$ cat src/rtl/motion_pkg.sv
// Shared types and widths for the two-axis step sequencer.
// Imported by the sequencer top and its step timer.
package motion_pkg;

    localparam int POS_W = 32;
    localparam int CMD_W = 16;
    localparam int ERR_W = 17;

    typedef enum logic [2:0] {
        S_IDLE,
        S_SETUP,
        S_STEP_HI,
        S_STEP_LO,
        S_DONE
    } state_t;

    // Magnitude of a signed command word; -32768 maps to 32768.
    function automatic logic [CMD_W-1:0] abs_cmd(input logic [CMD_W-1:0] v);
        return v[CMD_W-1] ? (~v + CMD_W'(1)) : v;
    endfunction

endpackage

$ cat src/rtl/step_timer.sv
// Down-counter for phase durations of the step sequencer.
// A load of N makes o_expire pulse in the N-th cycle after the load.
module step_timer
    import motion_pkg::*;
(
    input  logic             i_clk,
    input  logic             i_rst_n,
    input  logic             i_load,
    input  logic             i_clear,
    input  logic [CMD_W-1:0] i_count,
    output logic             o_expire
);

    logic [CMD_W-1:0] r_cnt;
    logic             r_active;

    // Count down the loaded duration; go inactive once it has expired.
    always_ff @(posedge i_clk) begin
        if (!i_rst_n) begin
            r_cnt    <= '0;
            r_active <= 1'b0;
        end else if (i_clear) begin
            r_cnt    <= '0;
            r_active <= 1'b0;
        end else if (i_load) begin
            r_cnt    <= i_count - CMD_W'(1);
            r_active <= 1'b1;
        end else if (r_active) begin
            if (r_cnt == '0) begin
                r_active <= 1'b0;
            end else begin
                r_cnt <= r_cnt - CMD_W'(1);
            end
        end
    end

    assign o_expire = r_active && (r_cnt == '0);

endmodule

$ cat src/rtl/xy_step_sequencer.sv
// Two-axis STEP/DIR sequencer with Bresenham interpolation.
// One relative move per handshake; tracks signed absolute position.
module xy_step_sequencer
    import motion_pkg::*;
#(
    parameter int PULSE_W    = 50,
    parameter int MIN_PERIOD = 100,
    parameter int DIR_SETUP  = 25
)
(
    input  logic             clk_clk,
    input  logic             reset_reset_n,
    input  logic             cmd_valid,
    output logic             cmd_ready,
    input  logic [CMD_W-1:0] cmd_dx,
    input  logic [CMD_W-1:0] cmd_dy,
    input  logic [CMD_W-1:0] cmd_period,
    input  logic             abort,
    input  logic             zero_pos,
    output logic             step_x,
    output logic             step_y,
    output logic             dir_x,
    output logic             dir_y,
    output logic             drv_en,
    output logic             done,
    output logic             aborted,
    output logic [POS_W-1:0] pos_x,
    output logic [POS_W-1:0] pos_y
);

    generate
        if (MIN_PERIOD <= PULSE_W) begin : g_bad_period
            $error("MIN_PERIOD must be larger than PULSE_W");
        end
        if (PULSE_W < 1 || DIR_SETUP < 1) begin : g_bad_width
            $error("PULSE_W and DIR_SETUP must be at least 1");
        end
    endgenerate

    localparam logic [CMD_W-1:0] LP_PULSE = CMD_W'(PULSE_W);
    localparam logic [CMD_W-1:0] LP_MINP  = CMD_W'(MIN_PERIOD);
    localparam logic [CMD_W-1:0] LP_SETUP = CMD_W'(DIR_SETUP);

    state_t           r_state;
    state_t           w_next;

    logic             r_dir_x;
    logic             r_dir_y;
    logic             r_x_major;
    logic [CMD_W-1:0] r_major;
    logic [CMD_W-1:0] r_minor;
    logic [CMD_W-1:0] r_eff_period;
    logic [CMD_W-1:0] r_ticks;
    logic [ERR_W-1:0] r_err;
    logic             r_tick_x;
    logic             r_tick_y;
    logic [POS_W-1:0] r_pos_x;
    logic [POS_W-1:0] r_pos_y;
    logic             r_aborted;

    logic [CMD_W-1:0] w_adx;
    logic [CMD_W-1:0] w_ady;
    logic             w_x_major;
    logic [CMD_W-1:0] w_major_in;
    logic [CMD_W-1:0] w_minor_in;
    logic [CMD_W-1:0] w_eff_in;
    logic             w_accept;
    logic             w_abort_hit;
    logic             w_expire;
    logic             w_more;
    logic             w_tick;
    logic [ERR_W-1:0] w_e;
    logic             w_minor_step;
    logic [ERR_W-1:0] w_err_nxt;
    logic             w_sx;
    logic             w_sy;
    logic [POS_W-1:0] w_dpx;
    logic [POS_W-1:0] w_dpy;
    logic             w_load;
    logic [CMD_W-1:0] w_load_val;

    assign w_adx       = abs_cmd(cmd_dx);
    assign w_ady       = abs_cmd(cmd_dy);
    assign w_x_major   = (w_adx >= w_ady);
    assign w_major_in  = w_x_major ? w_adx : w_ady;
    assign w_minor_in  = w_x_major ? w_ady : w_adx;
    assign w_eff_in    = (cmd_period < LP_MINP) ? LP_MINP : cmd_period;
    assign w_accept    = (r_state == S_IDLE) && cmd_valid;
    assign w_abort_hit = abort && (r_state != S_IDLE);
    assign w_more      = (r_ticks != r_major);

    // A major-axis tick happens on every entry into STEP_HI.
    assign w_tick = (w_next == S_STEP_HI) && (r_state != S_STEP_HI);

    assign w_e          = r_err + {1'b0, r_minor};
    assign w_minor_step = (w_e >= {1'b0, r_major});
    assign w_err_nxt    = w_minor_step ? (w_e - {1'b0, r_major}) : w_e;
    assign w_sx         = r_x_major | w_minor_step;
    assign w_sy         = ~r_x_major | w_minor_step;
    assign w_dpx        = r_dir_x ? POS_W'(1) : '1;
    assign w_dpy        = r_dir_y ? POS_W'(1) : '1;

    step_timer u_timer (
        .i_clk    (clk_clk),
        .i_rst_n  (reset_reset_n),
        .i_load   (w_load),
        .i_clear  (w_abort_hit),
        .i_count  (w_load_val),
        .o_expire (w_expire)
    );

    // State register.
    always_ff @(posedge clk_clk) begin
        if (!reset_reset_n) begin
            r_state <= S_IDLE;
        end else begin
            r_state <= w_next;
        end
    end

    // Next-state logic; abort overrides every other transition.
    always_comb begin
        w_next = r_state;
        if (w_abort_hit) begin
            w_next = S_IDLE;
        end else begin
            unique case (r_state)
                S_IDLE: begin
                    if (cmd_valid) begin
                        w_next = (w_major_in == '0) ? S_DONE : S_SETUP;
                    end
                end
                S_SETUP: begin
                    if (w_expire) w_next = S_STEP_HI;
                end
                S_STEP_HI: begin
                    if (w_expire) w_next = S_STEP_LO;
                end
                S_STEP_LO: begin
                    if (w_expire) w_next = w_more ? S_STEP_HI : S_DONE;
                end
                S_DONE: begin
                    w_next = S_IDLE;
                end
                default: begin
                    w_next = S_IDLE;
                end
            endcase
        end
    end

    // Load the phase timer with the duration of the phase being entered.
    always_comb begin
        w_load     = 1'b0;
        w_load_val = LP_SETUP;
        if (w_next != r_state) begin
            unique case (w_next)
                S_SETUP: begin
                    w_load     = 1'b1;
                    w_load_val = LP_SETUP;
                end
                S_STEP_HI: begin
                    w_load     = 1'b1;
                    w_load_val = LP_PULSE;
                end
                S_STEP_LO: begin
                    w_load     = 1'b1;
                    w_load_val = r_eff_period - LP_PULSE;
                end
                default: begin
                    w_load = 1'b0;
                end
            endcase
        end
    end

    // Latch the move at accept and advance the Bresenham error per tick.
    always_ff @(posedge clk_clk) begin
        if (!reset_reset_n) begin
            r_dir_x      <= 1'b0;
            r_dir_y      <= 1'b0;
            r_x_major    <= 1'b1;
            r_major      <= '0;
            r_minor      <= '0;
            r_eff_period <= LP_MINP;
            r_ticks      <= '0;
            r_err        <= '0;
            r_tick_x     <= 1'b0;
            r_tick_y     <= 1'b0;
        end else if (w_accept) begin
            r_dir_x      <= ~cmd_dx[CMD_W-1];
            r_dir_y      <= ~cmd_dy[CMD_W-1];
            r_x_major    <= w_x_major;
            r_major      <= w_major_in;
            r_minor      <= w_minor_in;
            r_eff_period <= w_eff_in;
            r_ticks      <= '0;
            r_err        <= {1'b0, w_major_in >> 1};
            r_tick_x     <= 1'b0;
            r_tick_y     <= 1'b0;
        end else if (w_tick) begin
            r_ticks  <= r_ticks + CMD_W'(1);
            r_err    <= w_err_nxt;
            r_tick_x <= w_sx;
            r_tick_y <= w_sy;
        end
    end

    // Absolute position; a zero request discards a coincident step.
    always_ff @(posedge clk_clk) begin
        if (!reset_reset_n) begin
            r_pos_x <= '0;
            r_pos_y <= '0;
        end else if (zero_pos) begin
            r_pos_x <= '0;
            r_pos_y <= '0;
        end else if (w_tick) begin
            if (w_sx) r_pos_x <= r_pos_x + w_dpx;
            if (w_sy) r_pos_y <= r_pos_y + w_dpy;
        end
    end

    // One-cycle aborted pulse following an abort of an active move.
    always_ff @(posedge clk_clk) begin
        if (!reset_reset_n) begin
            r_aborted <= 1'b0;
        end else begin
            r_aborted <= w_abort_hit;
        end
    end

    // Outputs decoded from the current state.
    always_comb begin
        cmd_ready = (r_state == S_IDLE);
        drv_en    = (r_state == S_SETUP)
                 || (r_state == S_STEP_HI)
                 || (r_state == S_STEP_LO);
        done      = (r_state == S_DONE) && !abort;
        step_x    = (r_state == S_STEP_HI) && r_tick_x;
        step_y    = (r_state == S_STEP_HI) && r_tick_y;
    end

    assign dir_x   = r_dir_x;
    assign dir_y   = r_dir_y;
    assign aborted = r_aborted;
    assign pos_x   = r_pos_x;
    assign pos_y   = r_pos_y;

endmodule
$ cat config.mk
export PLATFORM = sky130hd
export DESIGN_NAME = xy_step_sequencer
export DESIGN_NICKNAME = d
export VERILOG_FILES = /design/src/rtl/motion_pkg.sv /design/src/rtl/step_timer.sv /design/src/rtl/xy_step_sequencer.sv
export SDC_FILE = /design/constraint.sdc
export NUM_CORES = 1
export LEC_CHECK = 0
export ABC_AREA = 1
export ABC_CLOCK_PERIOD_IN_PS = 7150
export CORE_ASPECT_RATIO = 1.4
export CORE_MARGIN = 8
export CORE_UTILIZATION = 29
export CTS_BUF_LIST = sky130_fd_sc_hd__clkbuf_16
export CTS_CLUSTER_DIAMETER = 60
export DETAILED_ROUTE_END_ITERATION = 12
export GPL_ROUTABILITY_DRIVEN = 0
export GPL_TIMING_DRIVEN = 0
export HOLD_SLACK_MARGIN = 0.15
export SKIP_LAST_GASP = 1
export SLEW_MARGIN = 20
export SYNTH_ARGS = -nofsm -noshare
export SYNTH_HDL_FRONTEND = slang
export SYNTH_SLANG_ARGS = --single-unit
$ cat constraint.sdc
create_clock -name clk_clk -period 7.15 [get_ports clk_clk]
set_input_delay 1.7875 -clock clk_clk [delete_from_list [all_inputs] [get_ports clk_clk]]
set_output_delay 1.7875 -clock clk_clk [all_outputs]
set_load 0.02 [all_outputs]
* Word-level counts from Yosys, hierarchy flattened
Cells that the tools add are included.
** Operators by class
- $add $sub $neg :: 10
- $lt $le $gt $ge :: 3
- Equal/unequal tests :: 11
- Multiplexer cells :: 28
- Bitwise logic cells :: 8
- Reductions and logical operators :: 23
** Operator list (count)
- $mux W16 :: 9
- $add A32 B32 Y32 :: 2
- $mux W32 :: 2
- $add A16 B1 Y16 const B :: 3
- $logic_not A16 Y1 :: 2
- $not A16 Y16 :: 2
- $pmux W16 S2 :: 1
- $sub A16 B1 Y16 const B :: 2
- $mux W15 :: 2
- $mux W3 :: 7
- $add A17 B16 Y17 :: 1
- $ge A17 B16 Y1 :: 1
- $mux W17 :: 1
- $sub A17 B16 Y17 :: 1
- $ge A16 B16 Y1 :: 1
- $lt A16 B7 Y1 const B :: 1
- $ne A16 B16 Y1 :: 1
- $sub A16 B6 Y16 const B :: 1
- $eq A3 B2 Y1 const B :: 4
- $pmux W3 S4 :: 1
- $logic_and A1 B1 Y1 :: 7
- $eq A3 B1 Y1 const B :: 2
- $reduce_and A2 Y1 :: 3
- $reduce_or A2 Y1 :: 3
- 13 further kinds :: 23
** Word-level totals
- Flip-flop bits (word level) :: 171
- Output and inout port bits :: 72
- Word-level logic and storage cells :: 100

* Logic depth before layout (Yosys ltp)
- Word-level depth :: 16
- Gate-level depth with buffers :: 42

* Modules after synthesis
Synthesis repeated with hierarchy kept, for this count alone.
** Second synthesis, totals
- Cell total of the unflattened synthesis :: 2360
- Area total of the unflattened synthesis :: 14774.2 um^2
** Modules (own cells, without submodules)
- xy_step_sequencer :: instances 1, cells an instance 2120, area each 13367.8 um^2, sequential area each 3083.0 um^2
- step_timer :: instances 1, cells an instance 240, area each 1406.3 um^2, sequential area each 340.3 um^2

* Least setup slack after synthesis
No wires, ideal clock.
- Path type :: input -> register
- Start point :: input port cmd_dx[0]
- End point :: register u_timer.r_cnt[10]
- Data arrival time :: 5.481 ns
- Data required time :: 7.041 ns
- Slack :: 1.560 ns
- Stages on the path :: 41
- Cell sequence :: inv_1 -> ha_1 -> nand3_1 -> nor2_1 -> nand2_1 -> nand2_1 -> nand2_1 -> nand2_1 -> nand2_1 -> ha_1 -> nand2_2 -> inv_2 -> nand2_1 -> nand2_2 -> a21oi_4 -> nand2_4 -> buf_2 -> nand2_1 -> [5 not listed] -> nand2_2 -> nand2_4 -> nand3_4 -> nand3_2 -> buf_6 -> nand2_1 -> nand2_1 -> inv_2 -> ha_1 -> inv_1 -> nor2_1 -> nand2_1 -> nor2_2 -> nand2_1 -> nand2_1 -> nand3_1 -> nand2_1 -> inv_1
** On the way
- Cells in the longest elaborated chain, start to end :: 16
** RTL lines
- start: declaration :: line xy_step_sequencer.sv:15 : input logic [CMD_W-1:0] cmd_dx,
- $not A16 Y16 :: line motion_pkg.sv:19 : return v[CMD_W-1] ? (~v + CMD_W'(1)) : v;
- $add A16 B1 Y16 :: line motion_pkg.sv:19
- $mux W16 * :: line motion_pkg.sv:19
- $ge A16 B16 Y1 :: line xy_step_sequencer.sv:84 : assign w_x_major = (w_adx >= w_ady);
- $mux W16 * :: line xy_step_sequencer.sv:85 : assign w_major_in = w_x_major ? w_adx : w_ady;
- $logic_not A16 Y1 * :: line xy_step_sequencer.sv:130 : w_next = (w_major_in == '0) ? S_DONE : S_SETUP;
- $mux W3 * :: line xy_step_sequencer.sv:130
- $mux W3 * :: line xy_step_sequencer.sv:129 : if (cmd_valid) begin
- $pmux W3 S4 * :: line xy_step_sequencer.sv:127 : unique case (r_state)
- $mux W3 * :: line xy_step_sequencer.sv:124 : if (w_abort_hit) begin
- branches (longest 6 deep; another with $sub A16 B1 Y16)
- end signal: assignment :: line step_timer.sv:26 : r_cnt <= i_count - CMD_W'(1);
- end signal: assignment :: line step_timer.sv:32 : r_cnt <= r_cnt - CMD_W'(1);
- end: declaration :: line step_timer.sv:14 : logic [CMD_W-1:0] r_cnt;
Every way passes the cells marked *.
A chain may end at the register's enable or synchronous reset.

* Final worst setup path
- Start point :: input port cmd_dx[0]
- End point :: register u_timer.r_cnt[14]
The elaborated chain is that of the path after synthesis.

==> run metrics <==
status=finished clean; Leakage Power=7.38 nW; Peak VDD IR=0.140 mV; Worst setup SP type=input port; yosys warns=0; CTS sink cnt=171; pin count of the biggest net entering global routing=33; commonest cells after routing, fill and taps aside=nand2_1 (439), inv_1 (231), a21oi_1 (190); min Tclk post-route=6.75 ns; Routed Wire Length=41800 um; I/O pin total=125; Die Y=271 um; CTS Buffer Depth=2; Filler cells=4925; ANT nets after route=0; Setup violations, final=0; Slowest Stage Delay on Critical Path=0.42 ns; highest clock rate=148 MHz; cell count after synthesis=2030; final critical-path share of the clock period=94.5%; Inserted Clock Buffers=17; post-synthesis area per instance=6.65 um2; PortBufs=122; M1 GR Usage=16.1%; Clock Skews=0.0138 ns; Hold WC Path Type=reg -> reg; WL/cell=14.9 um; P_sw=0.00176 W; vias in the first global route=13800; r2r startpoint=r_minor[2]$_SDFFE_PN0P_; final hold violation count=0; flop2flop setup slack=1.65 ns; Internal=0.00220 W; clock network power share=23.9%; hold slack final=0.469 ns; initial core utilization=29.4%; crit path kind=in -> reg; n_diodes=0; WHS Endpoint=r_tick_x$_SDFFE_PP0P_; initial antenna violation count=0; hold_sp=r_tick_x$_SDFFE_PP0P_; Yosys reg bits=171; Worst setup EP type=flip-flop; via count=13900; grt ovf=0; GRT Overall Usage=15.3%; final slew viol count=0; Slew headroom=48.6%; Clk pin slew, worst setup/hold paths=0.07 ns; Max FO, Critical Path=10; pwr/cell area=246 nW/um2; RSZ-0062 raised after global routing=false; H-tree depth=4; detailed placement HPWL=34000 um; worst slew pin tran=0.771 ns; Comb power frac=47.6%; M3 GR Usage=1.97%; worst reg-to-reg path cell count=26; global route hottest layer=met2; share of layout cells above drive strength 1=4.94%; placed insts=2769; Most common cell on crit path=nand2_1; Setup TNS Final=0 ns; Die ar.=53800 um2; global-route wire length before repair=67300 um; Clock Latency Late Sink=0.45 ns; core area=46000 um2; switching fraction of total power=44.5%; clock root cell=clkbuf_16; WHS Path Cells=2; required time of the critical path=7.50 ns; DRC viols=0; post-placement setup slack=-0.210 ns; Area Growth Syn to Fin=19.3%; crit path DAT=7.11 ns; fin cells=2802; CP max stage cell=clkdlybuf4s50_1; Initial DRC Count=559; drt via density=4.95; Top FF cell, synth=dfxtp_1; commonest non-fill, non-tap cell in the layout=nand2_1; EDFF count, synth=0; met2 GRT Util=29.4%; final setup margin=0.397 ns; sequential area share after synthesis=25.4%; max_cap viols=0; Final nets=2342; RR Endpoint=pos_y[16]$_SDFFE_PP0P_; Yosys cell types=59; synthesized area=13500 um2; Seq pwr share=28.4%; drt pass-1 iters=5; Die X=198 um; ys async rst share=0%; TritonCTS clock tree=built; Post-Syn Nets=2200; row cnt=93; final core utilization=35.1%
cell families after synthesis:
group                      Yosys count  share of synthesized area, %
xor gates and xnor gates           124                          8.04
and+or+nand+nor                    823                          26.3
adders and majority gates          117                          11.1
DFF                                171                          25.4
buffers and inverters              298                          8.68
AOI/OAI and AO/OA                  497                          20.5
worst max-delay path, delay by kind of cell:
kind	cells	cell delay, ns
adders and majority gates	3	0.70
AOI/OAI and AO/OA	1	0.20
buffers and inverters	8	1.21
and+or+nand+nor	30	3.20
state kept, by name (all words and copies together) (netlist names):
signal            cells
pos_y                32
aborted               1
r_tick_y              1
r_tick_x              1
pos_x                32
r_err                17
dir_y                 1
r_state               3
u_timer.r_active      1
dir_x                 1
r_major              16
u_timer.r_cnt        16
r_ticks              16
r_eff_period         16
r_minor              16
r_x_major             1
repair_timing:
| action | 4_1_cts | 5_1_grt |
|---|---|---|
| gates resized for setup | 0 | 5 |
| endpoints found under the hold margin | 0 | 0 |
| hold buffers | 0 | 0 |
| setup buffers | 0 | 1 |
| setup endpoints to repair | 0 | 14 |
synthesized netlist by cell type, types with 3 or more instances:
cell type,count,area (um2)
o211ai_1,14,105
o21a_1,8,60.1
nor3_1,18,90.1
inv_1,233,875
o21ai_1,8,40.0
nand3_4,3,52.6
o2111ai_1,4,35.0
o22ai_1,5,31.3
o21bai_1,11,82.6
nor2_4,3,33.8
nand2_1,440,1650
nand3b_1,9,67.6
nor2_1,180,676
nand4_1,17,106
nor2_2,4,25.0
clkbuf_1,31,116
buf_6,3,33.8
a211oi_1,8,60.1
a21boi_0,4,30.0
xnor2_1,49,429
dfxtp_1,171,3420
nand2_4,4,45.0
o21ai_0,187,936
xor2_1,75,657
nand3_1,114,571
nor4_1,9,56.3
inv_2,7,26.3
nand2_2,12,75.1
a21oi_1,190,951
buf_2,18,90.1
a21o_1,5,37.5
nand3_2,3,30.0
ha_1,113,1410
a31oi_1,30,188
fa_1,4,80.1
a22o_1,5,43.8
metal layers:
layer	vias up	part of all wire, %
met2	331	52
li1	7071	-
met5	-	0
met1	6388	40
met3	70	4.1
met4	0	3.7
through the flow:
stage | power [W] | instance area [um2]
after detailed placement | 0.00300 | 15500
after floorplan | 0.00253 | 13500
after global placement | 0.00298 | 15500
after CTS | 0.00397 | 16100
after global routing | 0.00426 | 16100
final | 0.00396 | 16100
worst max-delay path by stage:
stage	from	to	slack [ns]
after global placement	cmd_dx[0]	u_timer.r_cnt[10]$_SDFFE_PP0P_	-0.16
after floorplan	cmd_dx[0]	u_timer.r_cnt[10]$_SDFFE_PP0P_	1.56
after CTS	cmd_dx[0]	u_timer.r_cnt[14]$_SDFFE_PP0P_	0.27
after global routing	cmd_dx[0]	u_timer.r_cnt[14]$_SDFFE_PP0P_	0.02
after detailed placement	cmd_dx[0]	u_timer.r_cnt[14]$_SDFFE_PP0P_	-0.21
final	cmd_dx[0]	u_timer.r_cnt[14]$_SDFFE_PP0P_	0.40
layout make-up:
| cell class | count | area (um2) | area share [%] |
|---|---|---|---|
| plain buffers | 56 | 264 | 1.64 |
| clock buffers | 17 | 425 | 2.64 |
| clock inverters | 15 | 163 | 1.01 |
| inverters | 242 | 908 | 5.64 |
| multi-input cells | 1561 | 8930 | 55.4 |
| flip-flops and latches | 171 | 3420 | 21.2 |
| well taps | 617 | 772 | 4.79 |
| repair buffers | 123 | 1230 | 7.62 |
power groups by stage:
stage               Sequential [W]  Clock (W)  Combinational [W]
finish                     0.00113   0.000948            0.00189
global route               0.00114    0.00101            0.00210
CTS                        0.00112   0.000973            0.00187
detailed placement         0.00114          0            0.00186
global placement           0.00114          0            0.00184
floorplan                  0.00113          0            0.00140
No activity file was read; power rests on OpenSTA's default activity.
